## config.mk

```make
export PLATFORM = sky130hd
export DESIGN_NAME = ram_loader_flat
export DESIGN_NICKNAME = d
export VERILOG_FILES = /design/src/rtl/ram_loader_if.sv /design/src/rtl/ram_loader.sv /design/src/flat_wrapper.sv
export SDC_FILE = /design/constraint.sdc
export NUM_CORES = 1
export LEC_CHECK = 0
export BUFFER_PORTS_ARGS = -buffer_cell sky130_fd_sc_hd__buf_2
export CORE_MARGIN = 2
export CORE_UTILIZATION = 47
export CTS_CLUSTER_DIAMETER = 200
export DETAILED_ROUTE_END_ITERATION = 10
export MAX_ROUTING_LAYER = met4
export PLACE_DENSITY = 0.76
export RECOVER_POWER = 25
export SYNTH_ARGS = -nofsm -noshare
export SYNTH_HDL_FRONTEND = slang
export SYNTH_SLANG_ARGS = --single-unit
export TNS_END_PERCENT = 50
```

## constraint.sdc

```tcl
create_clock -name clk -period 1.6 [get_ports clk]
set_input_delay 0.4 -clock clk [delete_from_list [all_inputs] [get_ports clk]]
set_output_delay 0.4 -clock clk [all_outputs]
set_load 0.01 [all_outputs]
```

## src/rtl/ram_loader_if.sv

```systemverilog
// Byte-stream, load-control and RAM write-port signals shared by ram_loader and its host.
// master = host side (drives start/bytes); slave = loader side.
interface ram_loader_if #(
  parameter int unsigned DATA_WIDTH    = 32,
  parameter int unsigned ADDRESS_WIDTH = 12
);
  logic                     start;
  logic [ADDRESS_WIDTH-1:0] baseAddr;
  logic [ADDRESS_WIDTH:0]   wordCount;
  logic [7:0]               byteIn;
  logic                     byteValid;
  logic                     byteReady;
  logic                     busy;
  logic                     done;
  logic                     memWEn;
  logic [ADDRESS_WIDTH-1:0] memAddr;
  logic [DATA_WIDTH-1:0]    memData;

  modport master (
    output start, baseAddr, wordCount, byteIn, byteValid,
    input  byteReady, busy, done, memWEn, memAddr, memData
  );

  modport slave (
    input  start, baseAddr, wordCount, byteIn, byteValid,
    output byteReady, busy, done, memWEn, memAddr, memData
  );
endinterface

```

## src/rtl/ram_loader.sv

```systemverilog
// Packs a little-endian byte stream into words and writes them to consecutive RAM addresses.
// Optional running checksum of written words: define LOADER_CHECKSUM_EN.
module ram_loader #(
  parameter int unsigned DATA_WIDTH    = 32,
  parameter int unsigned ADDRESS_WIDTH = 12
) (
  input  logic                  clk,
  input  logic                  reset_n,
  ram_loader_if.slave           bus
`ifdef LOADER_CHECKSUM_EN
  ,
  output logic [DATA_WIDTH-1:0] checksum
`endif
);

  localparam int unsigned BYTES = DATA_WIDTH / 8;
  localparam int unsigned IDX_W = (BYTES > 1) ? $clog2(BYTES) : 1;
  localparam logic [IDX_W-1:0]       LAST_IDX = IDX_W'(BYTES - 1);
  localparam logic [ADDRESS_WIDTH:0] ONE      = (ADDRESS_WIDTH + 1)'(1);

  typedef enum logic [1:0] {StIdle, StCollect, StWrite, StDone} state_e;

  state_e                   state_q, state_d;
  logic [ADDRESS_WIDTH-1:0] addr_q, addr_d;
  logic [ADDRESS_WIDTH:0]   remain_q, remain_d;
  logic [IDX_W-1:0]         idx_q, idx_d;
  logic [DATA_WIDTH-1:0]    word_q, word_d;
`ifdef LOADER_CHECKSUM_EN
  logic [DATA_WIDTH-1:0]    sum_q, sum_d;
`endif

  always_ff @(posedge clk or negedge reset_n) begin
    if (!reset_n) begin
      state_q  <= StIdle;
      addr_q   <= '0;
      remain_q <= '0;
      idx_q    <= '0;
      word_q   <= '0;
`ifdef LOADER_CHECKSUM_EN
      sum_q    <= '0;
`endif
    end else begin
      state_q  <= state_d;
      addr_q   <= addr_d;
      remain_q <= remain_d;
      idx_q    <= idx_d;
      word_q   <= word_d;
`ifdef LOADER_CHECKSUM_EN
      sum_q    <= sum_d;
`endif
    end
  end

  always_comb begin
    state_d  = state_q;
    addr_d   = addr_q;
    remain_d = remain_q;
    idx_d    = idx_q;
    word_d   = word_q;
`ifdef LOADER_CHECKSUM_EN
    sum_d    = sum_q;
`endif
    unique case (state_q)
      StIdle: begin
        if (bus.start) begin
          addr_d   = bus.baseAddr;
          remain_d = bus.wordCount;
          idx_d    = '0;
          word_d   = '0;
`ifdef LOADER_CHECKSUM_EN
          sum_d    = '0;
`endif
          state_d  = (bus.wordCount != '0) ? StCollect : StDone;
        end
      end
      StCollect: begin
        if (bus.byteValid) begin
          for (int unsigned k = 0; k < BYTES; k++) begin
            if (idx_q == IDX_W'(k)) word_d[8*k +: 8] = bus.byteIn;
          end
          idx_d = idx_q + 1'b1;
          if (idx_q == LAST_IDX) state_d = StWrite;
        end
      end
      StWrite: begin
        // Address wraps naturally at 2^ADDRESS_WIDTH.
        addr_d   = addr_q + 1'b1;
        remain_d = remain_q - ONE;
        idx_d    = '0;
`ifdef LOADER_CHECKSUM_EN
        sum_d    = sum_q + word_q;
`endif
        state_d  = (remain_q > ONE) ? StCollect : StDone;
      end
      StDone: state_d = StIdle;
      default: state_d = StIdle;
    endcase
  end

  // Outputs come from registered state only.
  assign bus.byteReady = (state_q == StCollect);
  assign bus.busy      = (state_q != StIdle);
  assign bus.done      = (state_q == StDone);
  assign bus.memWEn    = (state_q == StWrite);
  assign bus.memAddr   = addr_q;
  assign bus.memData   = word_q;
`ifdef LOADER_CHECKSUM_EN
  assign checksum      = sum_q;
`endif

endmodule

```

## src/flat_wrapper.sv

```systemverilog
// flat-port wrapper written by rule: the top's interface ports become plain ports
module ram_loader_flat 
#(
  parameter int unsigned DATA_WIDTH    = 32,
  parameter int unsigned ADDRESS_WIDTH = 12
)
  (clk, reset_n, bus_start, bus_baseAddr, bus_wordCount, bus_byteIn, bus_byteValid, bus_byteReady, bus_busy, bus_done, bus_memWEn, bus_memAddr, bus_memData);
  ram_loader_if #(.DATA_WIDTH(DATA_WIDTH), .ADDRESS_WIDTH(ADDRESS_WIDTH)) bus_i ();
  input  logic clk;
  input  logic reset_n;
  input wire logic [$bits(bus_i.start)-1:0] bus_start;
  input wire logic [$bits(bus_i.baseAddr)-1:0] bus_baseAddr;
  input wire logic [$bits(bus_i.wordCount)-1:0] bus_wordCount;
  input wire logic [$bits(bus_i.byteIn)-1:0] bus_byteIn;
  input wire logic [$bits(bus_i.byteValid)-1:0] bus_byteValid;
  output wire logic [$bits(bus_i.byteReady)-1:0] bus_byteReady;
  output wire logic [$bits(bus_i.busy)-1:0] bus_busy;
  output wire logic [$bits(bus_i.done)-1:0] bus_done;
  output wire logic [$bits(bus_i.memWEn)-1:0] bus_memWEn;
  output wire logic [$bits(bus_i.memAddr)-1:0] bus_memAddr;
  output wire logic [$bits(bus_i.memData)-1:0] bus_memData;
  assign bus_i.start = bus_start;
  assign bus_i.baseAddr = bus_baseAddr;
  assign bus_i.wordCount = bus_wordCount;
  assign bus_i.byteIn = bus_byteIn;
  assign bus_i.byteValid = bus_byteValid;
  assign bus_byteReady = bus_i.byteReady;
  assign bus_busy = bus_i.busy;
  assign bus_done = bus_i.done;
  assign bus_memWEn = bus_i.memWEn;
  assign bus_memAddr = bus_i.memAddr;
  assign bus_memData = bus_i.memData;
  ram_loader #(.DATA_WIDTH(DATA_WIDTH), .ADDRESS_WIDTH(ADDRESS_WIDTH)) u_core (.clk(clk), .reset_n(reset_n), .bus(bus_i));
endmodule
```

==> results by group <==
Timing
  – Max-slew violation count: 0
  – Max transition margin: 0.427
  – Fin crit share: 1.07
  – Fmax: 586 MHz
  – Final setup violation count: 7
  – Hold slack: 257 ps
  – RSZ-0062 raised after global routing: yes
  – Fin crit period: 1710 ps
  – Sum Neg Setup Slack: -344 ps
  – Clk_skew: 4.74 ps
  – Hold Fails Final Rpt: 0
  – Setup slack after layout: -106 ps
  – Slew @ Worst Pin: 859 ps

Global routing
  – Total GRT Usage: 0.270
  – Antenna violations before repair: 0
  – GRT Residual Overflow: 0
  – Pin count of the biggest net entering global routing: 62
  – Vias in the first global route: 3,170
  – Global-route wire length before repair: 15,000 um

Synthesis
  – Most used DFF post-synth: dfrtp_1
  – FFs w/ async S/R, synth: 1.00
  – Mapped Area: 3110 um^2
  – Syn nets: 388
  – Syn Area/Cell: 9.04 um^2
  – EDFF count, synth: 0
  – Syn Inst Count: 344
  – Synthesis Warnings: 0
  – Part of the Yosys area used for sequential elements: 0.491
  – Number of synthesized register bits: 61
  – Distinct cells, synth: 53

Clock network
  – Clk pin slew, worst setup/hold paths: 80 ps
  – # clock sinks: 61
  – Hold-fix buffers, CTS: 0
  – Clk buf depth: 2
  – CTS tree: done
  – Worst-Skew Late Latency: 350 ps
  – CTS root buffer: clkbuf_8
  – TritonCTS Buffers: 9
  – # H-tree levels: 3

Drt
  – # DRC: 0
  – Via count: 3,244
  – Post-Route WL: 9360 um
  – DRT iter0 DRCs: 249
  – DRT Pass-1 Iters: 5
  – Antenna-violating nets left: 0
  – WL/cell: 17.0 um
  – Vias per cell: 5.89

Cells and area
  – Fraction of layout cells with a size suffix above 1: 0.378
  – Final #Nets: 513
  – # diodes: 0
  – Fin util: 0.672
  – Area grow syn2layout: 38.0%
  – Design Area, Final: 4290 um^2

Die
  – FP Rows: 29
  – Initial Utilization: 0.487
  – I/O Pins: 85
  – Core area: 6390 um^2
  – Die height: 85.4 um
  – DIE AREA: 7280 um^2
  – DIE WIDTH: 85.4 um

Power
  – Peak VDD IR: 1.29 mV
  – PD cells: 2040 nW/um^2
  – Cell leakage power: 0.00204 uW

Setup path
  – Worst setup SP type: flip-flop
  – Worst Path Arrival: 1310 ps
  – Critical path peak fanout: 5
  – CP required: 1200 ps
  – Reg2Reg Setup Slack: -40 ps
  – CP peak stage delay: 450 ps
  – Worst-path cell chain: buf_6, nand2b_4, clkinvlp_4, buf_6
  – Slowest CP cell: dfrtp_2
  – Setup Crit Path Kind: flip-flop to primary output
  – Worst setup EP type: primary output
  – Most used cell, CP: buf_6

Job
  – Max-Cap Viols: 0

Placement
  – Final GP Congestion: 0.910
  – Dpl hpwl: 6310 um
  – Port bufs: 84
  – Placed Instance Area: 3860 um^2

Outcome
  – Outcome: finished with violations
  – Failing checks: negative setup slack

Min path
  – Hold Path Class: primary input to asynchronous set/reset pin
[cell families (layout without fill, tap and decap cells)]
kind of cell / after synthesis / count (layout) / synth area share
simple gates: 127 / 127 / 0.193
compound gates: 114 / 114 / 0.230
flops: 61 / 61 / 0.491
buf+inv: 29 / 159 / 0.0390
fa+ha+maj: 7 / 7 / 0.0282
xor+xnor: 3 / 3 / 0.00845
mux: 3 / 3 / 0.0101
[metal layers]
metal  vias to the layer above  share of wire  GRT usage
met5                         -              0          -
li1                       1501              -          -
met3                        23          0.076     0.0671
met4                         0          0.016      0.107
met2                       153           0.49      0.430
met1                      1567           0.42      0.331
[worst max-delay path: cells and delay by family (launching register included)]
kind | cells | cell delay [ps]
DFF | 1 | 450
and+or+nand+nor | 1 | 70
buffers and inverters | 3 | 430
[path summary, 6_finish.rpt]
check                                           start                    end  cells past startpoint
worst max-delay path                u_core.state_q[1]             bus_memWEn                      4
worst min-delay path                          reset_n     u_core.remain_q[0]                      2
worst max register to register     u_core.remain_q[2]     u_core.remain_q[7]                      5
worst min register to register  u_core.bus.memData[7]  u_core.bus.memData[7]                      2
max in group asynchronous                     reset_n      u_core.state_q[0]                      2
min in group clk                     bus_wordCount[9]     u_core.remain_q[9]                      3
[per-stage QoR]
| stage | std cells | setup WS, ps | total power, uW |
|---|---|---|---|
| after global placement | 524 | 0.535 | 6570 |
| after global routing | 551 | -139 | 9350 |
| final | 551 | -106 | 8760 |
| after CTS | 548 | -91.1 | 8470 |
| after floorplan | 344 | -7.47 | 5000 |
| after detailed placement | 524 | -58.7 | 6720 |
[power breakdown]
part / internal (uW) / total [uW] / switching (uW)
clock network: 742 / 1460 / 719
logic: 2050 / 4470 / 2420
registers: 2230 / 2820 / 599
total: 5020 / 8760 / 3740
[registers in the layout (all words and copies together) (netlist names)]
| register | cells |
|---|---|
| u_core.bus.memAddr | 12 |
| u_core.bus.memData | 32 |
| u_core.idx_q | 2 |
| u_core.remain_q | 13 |
| u_core.state_q | 2 |
[cells in the mapped netlist, types with 2 or more instances]
master / instances / share of area
nor4_1: 5 / 0.010
a311oi_1: 2 / 0.0056
o31ai_1: 2 / 0.0048
a22oi_1: 5 / 0.012
nor2b_1: 2 / 0.0040
nor3_1: 10 / 0.016
nor3b_1: 2 / 0.0048
dfrtp_1: 61 / 0.49
o21ai_0: 46 / 0.074
a211o_1: 2 / 0.0056
a21o_1: 7 / 0.017
clkbuf_1: 7 / 0.0084
nor2_1: 21 / 0.025
ha_1: 7 / 0.028
nand2_1: 55 / 0.066
and3_1: 3 / 0.0060
nand2b_1: 3 / 0.0060
inv_1: 12 / 0.014
nand3_1: 13 / 0.021
a31oi_1: 2 / 0.0040
buf_1: 2 / 0.0024
a211oi_1: 3 / 0.0072
o22ai_1: 9 / 0.018
nand4_1: 5 / 0.010
a221oi_1: 2 / 0.0056
buf_2: 7 / 0.011
a41oi_1: 3 / 0.0084
mux2i_1: 2 / 0.0064
o22a_1: 3 / 0.0084
xnor2_1: 2 / 0.0056
a21oi_1: 17 / 0.027
[placed cells by master, fill, tap and decap left out, drive strengths merged, types with 2 or more instances in the layout]
cell	count
dfrtp	61
a221oi	2
a31oi	2
nor4	6
a22oi	5
mux2i	2
xnor2	2
nor2b	2
ha	7
buf	129
a211oi	3
o21ai	47
nor2	22
a311oi	2
o22a	4
nand2	55
a21oi	17
o31ai	2
nand2b	3
nand4	5
clkbuf	10
o22ai	9
and3	3
a21o	7
inv	14
a41oi	3
a211o	2
nor3	10
clkinvlp	3
nand3	13
nor3b	2
[timing repair]
| item | in CTS | in global routing |
|---|---|---|
| gates cloned | 1 | 0 |
| buffers inserted | 8 | 3 |
| resized for setup | 10 | 30 |
| endpoints found under the hold margin | 0 | 0 |
| endpoints found under the setup margin | 5 | 41 |
| pin swaps | 1 | 8 |
[area by class of cell]
class,count,area (um^2)
fillers,522,2090
multi-input cells,254,1560
flip-flops and latches,61,1530
repair buffers,131,847
clock buffers,9,124
well taps,77,96.3
clock inverters,7,82.6
inverters,12,53.8
Power figures use the tool's default switching activity.
